## config.mk

```make
export PLATFORM = sky130hd
export DESIGN_NAME = adc_sample_avg
export DESIGN_NICKNAME = d
export VERILOG_FILES = /design/src/rtl/adc_sample_avg.sv
export SDC_FILE = /design/constraint.sdc
export NUM_CORES = 1
export LEC_CHECK = 0
export CORE_ASPECT_RATIO = 1.2
export CORE_MARGIN = 8
export CORE_UTILIZATION = 33
export CTS_CLUSTER_DIAMETER = 80
export CTS_CLUSTER_SIZE = 16
export DETAILED_ROUTE_END_ITERATION = 12
export PLACE_DENSITY = 0.62
export SLEW_MARGIN = 20
export SYNTH_ARGS = -nofsm -noshare
export SYNTH_HDL_FRONTEND = slang
export SYNTH_SLANG_ARGS = --single-unit
```

## constraint.sdc

```tcl
create_clock -name clk -period 2.7 [get_ports clk]
set_input_delay 0.54 -clock clk [delete_from_list [all_inputs] [get_ports clk]]
set_output_delay 0.54 -clock clk [all_outputs]
set_load 0.02 [all_outputs]
```

## src/rtl/adc_sample_avg.sv

```systemverilog
// Boxcar averaging decimator: sums 2^LOG2_N ADC samples and presents the floor-average on a valid/ready output.
// Optional per-window min/max outputs are enabled by defining ADC_AVG_MINMAX_EN.
module adc_sample_avg #(
   parameter int unsigned DATA_W = 12,
   parameter int unsigned LOG2_N = 3
) (
   input  logic              clk,
   input  logic              rst,
   input  logic [DATA_W-1:0] sample_in,
   input  logic              sample_valid,
   input  logic              flush,
   output logic [DATA_W-1:0] avg_out,
   output logic              avg_valid,
   input  logic              avg_ready,
   output logic              overrun,
   input  logic              clr_overrun
`ifdef ADC_AVG_MINMAX_EN
   ,
   output logic [DATA_W-1:0] min_out,
   output logic [DATA_W-1:0] max_out
`endif
);

   localparam int unsigned N     = 32'd1 << LOG2_N;
   localparam int unsigned ACC_W = DATA_W + LOG2_N;
   localparam int unsigned CNT_W = LOG2_N + 1;

   typedef enum logic [0:0] {ACCUM = 1'b0, LAST = 1'b1} state_t;

   state_t             r_state;
   state_t             w_state_nxt;
   logic [ACC_W-1:0]   r_acc;
   logic [ACC_W-1:0]   w_acc_nxt;
   logic [ACC_W-1:0]   w_sum;
   logic [CNT_W-1:0]   r_cnt;
   logic [CNT_W-1:0]   w_cnt_nxt;
   logic [CNT_W-1:0]   w_cnt_inc;
   logic [DATA_W-1:0]  w_avg_nxt;
   logic               w_valid_nxt;
   logic               w_ovr_nxt;

`ifdef ADC_AVG_MINMAX_EN
   logic [DATA_W-1:0]  r_min;
   logic [DATA_W-1:0]  r_max;
   logic [DATA_W-1:0]  w_min_nxt;
   logic [DATA_W-1:0]  w_max_nxt;
   logic [DATA_W-1:0]  w_min_s;
   logic [DATA_W-1:0]  w_max_s;
   logic [DATA_W-1:0]  w_min_out_nxt;
   logic [DATA_W-1:0]  w_max_out_nxt;
`endif

   // Accumulator is DATA_W+LOG2_N wide, so a full window of max samples cannot wrap.
   assign w_sum     = r_acc + ACC_W'(sample_in);
   assign w_cnt_inc = r_cnt + CNT_W'(1);

`ifdef ADC_AVG_MINMAX_EN
   assign w_min_s = (sample_in < r_min) ? sample_in : r_min;
   assign w_max_s = (sample_in > r_max) ? sample_in : r_max;
`endif

   // State and datapath registers.
   always_ff @(posedge clk or posedge rst) begin
      if (rst) begin
         r_state   <= ACCUM;
         r_acc     <= '0;
         r_cnt     <= '0;
         avg_out   <= '0;
         avg_valid <= 1'b0;
         overrun   <= 1'b0;
`ifdef ADC_AVG_MINMAX_EN
         r_min     <= '1;
         r_max     <= '0;
         min_out   <= '0;
         max_out   <= '0;
`endif
      end else begin
         r_state   <= w_state_nxt;
         r_acc     <= w_acc_nxt;
         r_cnt     <= w_cnt_nxt;
         avg_out   <= w_avg_nxt;
         avg_valid <= w_valid_nxt;
         overrun   <= w_ovr_nxt;
`ifdef ADC_AVG_MINMAX_EN
         r_min     <= w_min_nxt;
         r_max     <= w_max_nxt;
         min_out   <= w_min_out_nxt;
         max_out   <= w_max_out_nxt;
`endif
      end
   end

   // Next-state, accumulation, window completion and output handshake.
   always_comb begin
      w_state_nxt = r_state;
      w_acc_nxt   = r_acc;
      w_cnt_nxt   = r_cnt;
      w_avg_nxt   = avg_out;
      w_valid_nxt = avg_valid;
      w_ovr_nxt   = overrun;
`ifdef ADC_AVG_MINMAX_EN
      w_min_nxt     = r_min;
      w_max_nxt     = r_max;
      w_min_out_nxt = min_out;
      w_max_out_nxt = max_out;
`endif

      if (avg_valid && avg_ready) begin
         w_valid_nxt = 1'b0;
      end
      if (clr_overrun) begin
         w_ovr_nxt = 1'b0;
      end

      // flush outranks a coincident sample, which is dropped.
      if (flush) begin
         w_state_nxt = ACCUM;
         w_acc_nxt   = '0;
         w_cnt_nxt   = '0;
`ifdef ADC_AVG_MINMAX_EN
         w_min_nxt   = '1;
         w_max_nxt   = '0;
`endif
      end else if (sample_valid) begin
         case (r_state)
            ACCUM: begin
               w_acc_nxt = w_sum;
               w_cnt_nxt = w_cnt_inc;
`ifdef ADC_AVG_MINMAX_EN
               w_min_nxt = w_min_s;
               w_max_nxt = w_max_s;
`endif
               if (w_cnt_inc == CNT_W'(N - 1)) begin
                  w_state_nxt = LAST;
               end
            end
            LAST: begin
               w_state_nxt = ACCUM;
               w_acc_nxt   = '0;
               w_cnt_nxt   = '0;
               w_avg_nxt   = DATA_W'(w_sum >> LOG2_N);
               w_valid_nxt = 1'b1;
               // Set outranks a simultaneous clr_overrun.
               if (avg_valid && !avg_ready) begin
                  w_ovr_nxt = 1'b1;
               end
`ifdef ADC_AVG_MINMAX_EN
               w_min_out_nxt = w_min_s;
               w_max_out_nxt = w_max_s;
               w_min_nxt     = '1;
               w_max_nxt     = '0;
`endif
            end
            default: begin
               w_state_nxt = ACCUM;
               w_acc_nxt   = '0;
               w_cnt_nxt   = '0;
            end
         endcase
      end
   end

endmodule

```

==> metrics <==
Leak 1.25 nW; adder-cell share of the synthesized area under 10%; wire per inst ~15 µm; clock sinks 34; Worst Hold Class flip-flop to flip-flop; clock slew at the register clock pins of the worst setup and hold paths 0.07 ns; r2r endpoint r_acc[14]; Psw ~0.00044 W; Buffers on Ports 31; Netlist Area Pre-Place between 0.002 and 0.0025 mm²; Synth Area in Compound Gates 24.3%; most common cell after layout, fill and taps aside dfrtp_1; Syn Area/Cell about 9 µm²; CP Capture Type flip-flop; number of antenna-violating nets in the routed design 0; status finished clean; max cap viols 0; predominant post-synthesis flop cell dfrtp_1; switching share of power between 30% and 40%; WP data arrival 2.75 ns; Combinational Power Share between 20% and 30%; fin crit period roughly 2.5 ns; Die Y roughly 110 µm; worst-path cell chain clkdlybuf4s50_1 > ha_1 > inv_1 > fa_1 > nand2b_1 > a21oi_1 > buf_4 > o311ai_2 > a2111o_1 > o211ai_1; vias in the first global route between 1500 and 2000; CTS H-tree lvls 2; Worst setup SP type input pin; Crit Path Max Fanout 7; Seq/Total Area, Yosys 38.7%; Via Count slightly below 2000; largest family of logic cells by synthesized area compound AO/OA/AOI/OAI gates; post_cts resized 0; Die X 90.5 µm; DIE AREA approximately 0.0095 mm²; Final Cycle Share a little over nine tenths; post-DP HPWL roughly 4000 µm; CTS Buf Count 5; all-layer global routing usage ~12%; Worst-Skew Late Latency between 0.2 and 0.3 ns; # diodes 0; worst reg2reg setup slack 0.51 ns; global-route wire length before repair around 9000 µm; Seq. cell area between 800 and 900 µm²; cell-internal power ~0.00093 W; Cell Rows 32; IO Pins 32; Synth area leader dfrtp_1; fillcell total around 650; Hold Buf Count CTS 0; Slew HR around two thirds; largest net degree at the start of global routing 35; Flop pwr share about two fifths; hold path depth 2; antenna violations before repair 0; drt drc 0; flops & latches, synth 34; share of the synthesized area in the top cell type between 30 and 40%; fmax 393 MHz; Peak VDD IR about 0.25 mV; largest stage delay on the critical path roughly 0.46 ns; Slew @ Worst Pin around 0.49 ns; Synth Area in XOR/XNOR roughly 2%; Layout Skew between 0.004 and 0.005 ns; total power per unit cell area 492 mW/mm²; share of layout cells above drive strength 1 between 10% and 20%; final net count 317; Synth async-reset ratio between 90% and 100%; Area Overhead vs Synth 27.0%; setup violators final 0; Root Buffer clkbuf_8; final hold violation count 0; multiplexer share of the synthesized area roughly 2.4%; Post-Synth Simple-Gate Area 19.4%; Vias/cell 5.23; most frequent cells in the layout 34 x dfrtp_1, 32 x nand2_1, 31 x clkdlybuf4s50_1; Total Power 0.00137 W; number of synthesized flops with an enable pin 0; required time worst endpoint 2.91 ns; Max Slew Vio Count 0; reg-to-reg startpoint r_acc[0]; gr ovfl total 0; FF-to-FF path depth 9; CTS Buffer Depth 2; worst hold start avg_out[8]; CORE AREA roughly 0.0064 mm²; Area contributors post-synth dfrtp_1 39%, ha_1 8.0%, nand2_1 5.5%; DRT iter0 DRCs 65; Post-CTS Setup Bufs 0; hold endpoint avg_out[8]; Post-Synthesis Cells roughly 240; WL final ~5400 µm; Worst Setup Path Type input pin to flip-flop; CTS tree built; DRT Pass-1 Iters 4; RSZ-0062 raised after global routing false; Synth Warn # 0; library cells used by synthesis 56; Multi-input gate area between 0.001 and 0.0015 mm²; initial core utilization between 30% and 40%; Slowest cell on crit path clkdlybuf4s50_1; Placer Congestion ~0.82; clock share of power 29.1%; final core occ between 40% and 50%; Hold WS roughly 0.48 ns; syn nets between 200 and 300
[logic make-up (layout without fill, tap and decap cells)]
| kind of cell | Yosys count | in the layout |
|---|---|---|
| and+or+nand+nor | 86 | 86 |
| AOI/OAI and AO/OA | 72 | 72 |
| DFF | 34 | 34 |
| buffers and inverters | 22 | 68 |
| adders and majority gates | 15 | 15 |
| xor gates and xnor gates | 5 | 5 |
| muxes | 5 | 5 |
[worst max-delay path, delay by kind of cell]
| kind | cells | cell delay [ns] |
|---|---|---|
| AOI/OAI and AO/OA | 4 | 0.82 |
| and+or+nand+nor | 1 | 0.17 |
| buffers and inverters | 3 | 0.67 |
| adders and majority gates | 2 | 0.54 |
[power by group through the flow]
stage          logic [W]  registers [W]  clock network (W)
2_1_floorplan   0.000277       0.000570                  0
4_1_cts         0.000410       0.000565           0.000416
3_5_place_dp    0.000406       0.000575                  0
6_report        0.000408       0.000565           0.000400
5_1_grt         0.000453       0.000570           0.000431
3_3_place_gp    0.000404       0.000573                  0
[synth_stat cells, drive strengths merged (2+ instances only)]
master / count
a2111o: 2
a211o: 5
a21oi: 12
a22o: 2
a31oi: 4
and2: 3
and3: 5
buf: 4
clkbuf: 8
dfrtp: 34
ha: 14
inv: 10
mux2: 2
mux2i: 3
nand2: 32
nand2b: 4
nand3: 7
nand3b: 2
nand4: 6
nor2: 13
nor3: 4
o2111ai: 2
o211ai: 4
o21a: 2
o21ai: 17
o311ai: 3
o31ai: 7
or4: 2
xor2: 4
[cell type report]
type | instances | share of cell area, %
Clock buffer | 7 | 3.09
Clock inverter | 1 | 0.179
Inverter | 10 | 1.34
Sequential cell | 34 | 30.5
Multi-Input combinational cell | 183 | 44.9
Timing Repair Buffer | 50 | 16.2
Tap cell | 85 | 3.81
[registers in the layout (all words and copies together), names as in the netlist]
signal	cells
r_acc	15
avg_out	12
r_cnt	4
avg_valid	1
overrun	1
r_state	1
[layer usage]
metal | vias up | routed length (µm) | track usage [%]
met5 | - | 0 | 0
met4 | 0 | 82 | 5.13
met1 | 918 | 2500 | 13.2
met2 | 26 | 2660 | 20.0
met3 | 8 | 179 | 2.84
li1 | 983 | - | -
[stage by stage]
| step | setup slack (ns) | instance area, µm² | TNS (ns) | instances |
|---|---|---|---|---|
| after detailed placement | -0.148 | 2700 | -0.405 | 362 |
| after global placement | -0.0881 | 2700 | -0.219 | 362 |
| after CTS | 0.146 | 2790 | 0 | 370 |
| after floorplan | 0.401 | 2200 | 0 | 239 |
| after global routing | 0.0370 | 2790 | 0 | 370 |
| final | 0.157 | 2790 | 0 | 370 |
[worst max-delay path by stage]
stage            startpoint        end  slack (ns)  cells after the start
3_5_place_dp   sample_in[0]  r_acc[14]       -0.15                     10
6_report       sample_in[0]  r_acc[14]        0.16                     10
5_1_grt        sample_in[0]  r_acc[14]        0.04                     10
2_1_floorplan  sample_in[0]  r_acc[14]        0.40                      8
3_3_place_gp   sample_in[0]  r_acc[14]       -0.09                     10
4_1_cts        sample_in[0]  r_acc[14]        0.15                     10
No activity file was read; power rests on OpenSTA's default activity.
